## config.mk

```make
export PLATFORM = sky130hd
export DESIGN_NAME = bit_replacer_n
export DESIGN_NICKNAME = d
export VERILOG_FILES = /design/src/rtl/bit_replacer_n.sv
export SDC_FILE = /design/constraint.sdc
export NUM_CORES = 1
export LEC_CHECK = 0
export BUFFER_PORTS_ARGS = -buffer_cell sky130_fd_sc_hd__buf_4
export CAP_MARGIN = 40
export CORE_MARGIN = 3
export CORE_UTILIZATION = 35
export DETAILED_ROUTE_END_ITERATION = 6
export PLACE_DENSITY = 0.63
export SYNTH_ARGS = -nofsm -noshare
export SYNTH_HDL_FRONTEND = slang
export SYNTH_SLANG_ARGS = --single-unit
export TNS_END_PERCENT = 5
```

## constraint.sdc

```tcl
create_clock -name clk -period 5.2 [get_ports clk]
set_clock_uncertainty 0.2 [all_clocks]
set_input_delay 1.04 -clock clk [delete_from_list [all_inputs] [get_ports clk]]
set_output_delay 1.04 -clock clk [all_outputs]
set_load 0.02 [all_outputs]
```

## src/rtl/bit_replacer_n.sv

```systemverilog
// Bit-stream replacer: walks the video word stream MSB-first and, per command,
// skips a gap of bits then overwrites PAY_W payload bits plus an optional complementary extend bit.
module bit_replacer_n #(
   parameter int DATA_W = 8,
   parameter int CNT_W  = 7,
   parameter int PAY_W  = 1
) (
   input  logic              clk,
   input  logic              rst,
   input  logic              clk_en,
   input  logic [DATA_W-1:0] vid_in,
   input  logic              vid_empty,
   output logic              vid_rd,
   input  logic [CNT_W-1:0]  cnt_in,
   input  logic              sign_flag,
   input  logic              extend_flag,
   input  logic              cnt_empty,
   output logic              cnt_rd,
   input  logic [PAY_W-1:0]  sign_in,
   input  logic              sign_empty,
   output logic              sign_rd,
   input  logic              out_afull,
   output logic [DATA_W-1:0] data_out,
   output logic              data_wr
);
   localparam int PW = $clog2(DATA_W + 1);
   localparam int KW = $clog2(PAY_W + 1);
   localparam int SW = ((CNT_W > PW) ? CNT_W : PW) + 1;
   localparam int CW = CNT_W + 2;

   typedef enum logic [1:0] {S_CMD, S_SKIP, S_INS, S_EXT} state_t;

   logic              module_en, run_q, emit;
   logic              vid_pend_q, vid_hv_q, vid_av, vid_take;
   logic [DATA_W-1:0] vid_h_q, vid_dat;
   logic              cmd_pend_q, cmd_hv_q, cmd_av, cmd_take;
   logic [CW-1:0]     cmd_h_q, cmd_dat;
   logic              sgn_pend_q, sgn_hv_q, sgn_av, sgn_take;
   logic [PAY_W-1:0]  sgn_h_q, sgn_dat, pay_sh;
   state_t            state_q, state_d;
   logic [DATA_W-1:0] wreg_q, wreg_d, cur_w, dout_q, dout_d, msk;
   logic              wv_q, wv_d, cur_v;
   logic [PW-1:0]     pos_q, pos_d, cur_pos;
   logic [CNT_W-1:0]  gap_q, gap_d;
   logic              sf_q, sf_d, ef_q, ef_d, last_q, last_d, pay_bit, can_bit;
   logic [KW-1:0]     k_q, k_d;
   logic [SW-1:0]     room, gap_w, step;

   assign module_en = clk_en & ~out_afull;
   assign emit      = wv_q && (pos_q == PW'(DATA_W));

   // Holding registers are bypassed while their read data is still on the bus
   assign vid_av  = vid_hv_q | vid_pend_q;
   assign vid_dat = vid_hv_q ? vid_h_q : vid_in;
   assign cmd_av  = cmd_hv_q | cmd_pend_q;
   assign cmd_dat = cmd_hv_q ? cmd_h_q : {sign_flag, extend_flag, cnt_in};
   assign sgn_av  = sgn_hv_q | sgn_pend_q;
   assign sgn_dat = sgn_hv_q ? sgn_h_q : sign_in;

   assign vid_rd  = module_en & run_q & ~rst & ~vid_empty  & (~vid_av | vid_take);
   assign cnt_rd  = module_en & run_q & ~rst & ~cnt_empty  & (~cmd_av | cmd_take);
   assign sign_rd = module_en & run_q & ~rst & ~sign_empty & (~sgn_av | sgn_take);

   assign data_wr  = module_en & emit;
   assign data_out = emit ? wreg_q : dout_q;

   // Word the FSM works on this cycle: a fresh word replaces an emitted or absent one
   always_comb begin
      vid_take = 1'b0;
      cur_v    = wv_q;
      cur_pos  = pos_q;
      cur_w    = wreg_q;
      if (module_en && (emit || !wv_q)) begin
         cur_pos  = '0;
         cur_v    = vid_av;
         cur_w    = vid_av ? vid_dat : wreg_q;
         vid_take = vid_av;
      end
   end

   assign room    = SW'(DATA_W) - SW'(cur_pos);
   assign gap_w   = SW'(gap_q);
   assign step    = (gap_w < room) ? gap_w : room;
   assign msk     = {1'b1, {(DATA_W-1){1'b0}}} >> cur_pos;
   assign pay_sh  = sgn_dat << k_q;
   assign pay_bit = pay_sh[PAY_W-1];
   assign can_bit = module_en && cur_v && (cur_pos != PW'(DATA_W));

   always_comb begin
      state_d  = state_q;
      wreg_d   = cur_w;
      wv_d     = cur_v;
      pos_d    = cur_pos;
      gap_d    = gap_q;
      sf_d     = sf_q;
      ef_d     = ef_q;
      k_d      = k_q;
      last_d   = last_q;
      dout_d   = dout_q;
      cmd_take = 1'b0;
      sgn_take = 1'b0;
      if (module_en && emit) dout_d = wreg_q;
      if (module_en) begin
         unique case (state_q)
            S_CMD: if (cmd_av) begin
               cmd_take = 1'b1;
               gap_d    = cmd_dat[CNT_W-1:0];
               sf_d     = cmd_dat[CNT_W+1];
               ef_d     = cmd_dat[CNT_W+1] & cmd_dat[CNT_W];
               k_d      = '0;
               if (cmd_dat[CNT_W-1:0] != '0) state_d = S_SKIP;
               else if (cmd_dat[CNT_W+1])    state_d = S_INS;
            end
            S_SKIP: if (can_bit) begin
               pos_d = cur_pos + PW'(step);
               gap_d = gap_q - CNT_W'(step);
               if (gap_w == step) state_d = sf_q ? S_INS : S_CMD;
            end
            S_INS: if (can_bit && sgn_av) begin
               wreg_d = pay_bit ? (cur_w | msk) : (cur_w & ~msk);
               pos_d  = cur_pos + PW'(1);
               if (k_q == KW'(PAY_W - 1)) begin
                  sgn_take = 1'b1;
                  k_d      = '0;
                  last_d   = pay_bit;
                  state_d  = ef_q ? S_EXT : S_CMD;
               end else begin
                  k_d = k_q + KW'(1);
               end
            end
            S_EXT: if (can_bit) begin
               wreg_d  = last_q ? (cur_w & ~msk) : (cur_w | msk);
               pos_d   = cur_pos + PW'(1);
               state_d = S_CMD;
            end
            default: state_d = S_CMD;
         endcase
      end
   end

   always_ff @(posedge clk) begin
      if (rst) begin
         run_q      <= 1'b0;
         state_q    <= S_CMD;
         wreg_q     <= '0;
         wv_q       <= 1'b0;
         pos_q      <= '0;
         gap_q      <= '0;
         sf_q       <= 1'b0;
         ef_q       <= 1'b0;
         k_q        <= '0;
         last_q     <= 1'b0;
         dout_q     <= '0;
         vid_pend_q <= 1'b0;
         vid_hv_q   <= 1'b0;
         vid_h_q    <= '0;
         cmd_pend_q <= 1'b0;
         cmd_hv_q   <= 1'b0;
         cmd_h_q    <= '0;
         sgn_pend_q <= 1'b0;
         sgn_hv_q   <= 1'b0;
         sgn_h_q    <= '0;
      end else begin
         run_q      <= 1'b1;
         state_q    <= state_d;
         wreg_q     <= wreg_d;
         wv_q       <= wv_d;
         pos_q      <= pos_d;
         gap_q      <= gap_d;
         sf_q       <= sf_d;
         ef_q       <= ef_d;
         k_q        <= k_d;
         last_q     <= last_d;
         dout_q     <= dout_d;
         vid_pend_q <= vid_rd;
         cmd_pend_q <= cnt_rd;
         sgn_pend_q <= sign_rd;
         // Read data that is not consumed on arrival is parked, even while stalled
         if (vid_take) vid_hv_q <= 1'b0;
         else if (vid_pend_q) begin
            vid_hv_q <= 1'b1;
            vid_h_q  <= vid_in;
         end
         if (cmd_take) cmd_hv_q <= 1'b0;
         else if (cmd_pend_q) begin
            cmd_hv_q <= 1'b1;
            cmd_h_q  <= {sign_flag, extend_flag, cnt_in};
         end
         if (sgn_take) sgn_hv_q <= 1'b0;
         else if (sgn_pend_q) begin
            sgn_hv_q <= 1'b1;
            sgn_h_q  <= sign_in;
         end
      end
   end
endmodule

```

==> flow_summary_export.csv <==
group,metric,value,unit
outcome,status,"completed",
cts,cts_tree,"built",
cts,cts_root_buffer,"clkbuf_16",
yosys,ys.flop_type,"dfxtp_1",
placed_design,portBuffers,36,
yosys,synth_edf_count,0,
routing,drc,0,
die,coreArea,11000,sq um
routing,drt.antenna.violating_nets,0,
cts,cts_buffer_depth,2,
yosys,yosysWarnings,0,
sta,whs,254,ps
placed_design,place_ws,43.5,ps
sta,grt_setup_unrepaired,"no",
die,rows,38,
sta,period_minus_slack,4920,ps
cells_and_area,diodes,0,
cts,path_clk_slew,50,ps
pwr,seqPwrFrac,38.4,%
critical_path,crit_required,5190,ps
global_routing,overflow,0,
global_routing,first_global_vias,3564,
pwr,sw_frac_of_total,22.5,%
pwr,p_leak,0.00174,uW
die,dieArea,12700,sq um
routing,drt_first_pass_iters,5,
pwr,p_sw,266,uW
pwr,finalPower,1190,uW
sta,hold_viol,0,
yosys,ys_ff_latch,58,
sta,final_max_slew_viol_count,0,
pwr,power_frac_comb,7.8,%
cells_and_area,fin_area,4670,sq um
global_routing,grt_max_degree,50,
global_routing,gr-usage-all-layers,17.0,%
cells_and_area,mostFrequentLayoutCell,"dfxtp_1",
routing,viasPerCell,5.65,
die,start_util,36.3,%
global_routing,grt_pass1_wl,17.7,mm
cts,clock_insertion_delay_worst_skew,330,ps
sta,period_share,94.6,%
die,ioPinCount,37,
routing,wl,10.4,mm
cells_and_area,final_nets,563,
cts,cts_buffers,9,
min_path,min_path_type,"flop to flop",
flow_run,cap_viol_max_count,0,
yosys,synth_cell_types,70,
cells_and_area,num-fill-cells,1068,
die,die_w,113,um
routing,avgRoutedWirePerCell,15.8,um
cts,postCtsSetupBuffers,0,
pwr,power_density,254,nW/um^2
sta,slew_headroom,38.3,%
yosys,avgSynthCellArea,8.16,sq um
critical_path,critPathMaxFanout,7,
die,die_h,113,um
yosys,syn_area,3980,sq um
cells_and_area,drive_gt1_share,17.3,%
global_routing,antenna_found_initial,0,
sta,fmax,0.203,GHz
yosys,ys_seq_area_share,29.1,%
pwr,vdd_ir_drop_max,0.115,mV
sta,setup_tns,0,ps
sta,setup_violations,0,
cts,cts_max_level,3,
critical_path,arrival,4910,ps
routing,vias,3734,
routing,drt_iter0_drc,329,
critical_path,start_kind,"input port",
cells_and_area,syn_to_final_growth,17.3,%
critical_path,worstSetupEndpointType,"flop",
cells_and_area,final_cell_mix,"dfxtp_1, nor2_1, nand2_1",
pwr,clock_power_share,53.8,%
cts,clock-sinks,58,
sta,worstMarginPinSlew,924,ps
yosys,syn_nets,535,
yosys,async_reset_ff_share,0,%
pwr,intPower,920,uW
placed_design,hpwl,7.62,mm
critical_path,critPathKind,"input port to flop",
sta,setup_ws,282,ps
placed_design,placed_area,4350,sq um
yosys,syn-instance-count,488,
placed_design,place_congestion,0.930,
[synth_stat cells (5+ instances only)]
library cell | count | area (sq um)
nand3_1 | 22 | 110
nor2b_1 | 7 | 43.8
nand4_1 | 5 | 31.3
nand2b_1 | 7 | 43.8
buf_2 | 7 | 35.0
a21oi_1 | 36 | 180
and3_1 | 6 | 37.5
o211ai_1 | 6 | 45.0
nand3b_1 | 6 | 45.0
mux2i_1 | 36 | 360
nor2_1 | 49 | 184
inv_1 | 12 | 45.0
nor3_1 | 10 | 50.1
dfxtp_1 | 58 | 1160
o21ai_0 | 28 | 140
a211oi_1 | 9 | 67.6
mux2_2 | 16 | 180
o21a_1 | 8 | 60.1
nand2_1 | 48 | 180
ha_1 | 20 | 250
o221ai_1 | 5 | 43.8
clkbuf_1 | 13 | 48.8
[metal layers]
layer / GRT usage, % / wire (um) / vias to the layer above
met5: 0 / 0 / -
met4: 6.73 / 269 / 0
met3: 3.42 / 612 / 24
met2: 26.2 / 4530 / 123
met1: 23.2 / 5010 / 1745
li1: - / - / 1842
[critical path: stages]
cell      delay [ps]
buf_4            120
or3b_4           410
and2_4           210
ha_1             320
ha_1             290
o21a_1           190
o21ai_0          140
o21ai_1           90
o311ai_1         180
buf_4            230
nand2_1           70
o21a_1           180
fa_1             470
a211oi_1         330
o21bai_1         120
a21oi_1          180
xnor2_1           80
o211ai_1         160
o21ai_0          100
[state kept, by name, indices dropped and copies added (netlist names)]
register and flops:
cmd_h_q 9, sf_q 1, cmd_pend_q 1, ef_q 1
gap_q 7, pos_q 4, sgn_h_q 1, sgn_hv_q 1
vid_hv_q 1, wreg_q 8, cmd_hv_q 1, run_q 1
last_q 1, wv_q 1, vid_pend_q 1, sgn_pend_q 1
vid_h_q 8, state_q 2, dout_q 8
[logic make-up (layout without fill, tap and decap cells)]
group	Yosys count	count (layout)	share of synthesized area [%]
adders and majority gates	22	22	7.29
DFF	58	58	29.1
and+or+nand+nor	178	178	21.9
buffers and inverters	44	77	5.46
muxes	53	53	13.9
xor gates and xnor gates	5	5	1.10
AOI/OAI and AO/OA	128	128	21.3
[per-stage QoR]
stage,cells,util [%]
after global routing,661,42.5
after global placement,645,39.6
after detailed placement,645,39.6
after floorplan,488,-
after CTS,661,42.5
final,661,42.5
[path summary, 6_finish.rpt]
path	depth (start not counted)	slack [ps]	startpoint	to
max	19	280	out_afull	gap_q[6]
min	2	250	vid_h_q[4]	vid_h_q[4]
max reg2reg	18	650	wv_q	gap_q[6]
min reg2reg	2	250	vid_h_q[4]	vid_h_q[4]
[power by group through the flow]
stage | clock [uW] | combinational (uW) | sequential [uW]
floorplan | 0 | 59.8 | 461
global placement | 0 | 89.9 | 464
detailed placement | 0 | 91.4 | 465
CTS | 653 | 92.2 | 455
global route | 673 | 102 | 456
finish | 638 | 92.9 | 455
[layout make-up]
class | instances | area [sq um] | share of cell area [%]
Timing Repair Buffer | 47 | 353 | 7.55
Multi-Input combinational cell | 386 | 2610 | 55.9
Inverter | 14 | 52.6 | 1.12
Clock buffer | 11 | 243 | 5.19
Sequential cell | 58 | 1160 | 24.8
Clock inverter | 5 | 77.6 | 1.66
Tap cell | 140 | 175 | 3.75
[timing repair]
action	in CTS	in global routing
endpoints found under the setup margin	0	1
hold buffers	0	0
gates resized for setup	0	1
(Power assumes the default switching activity.)
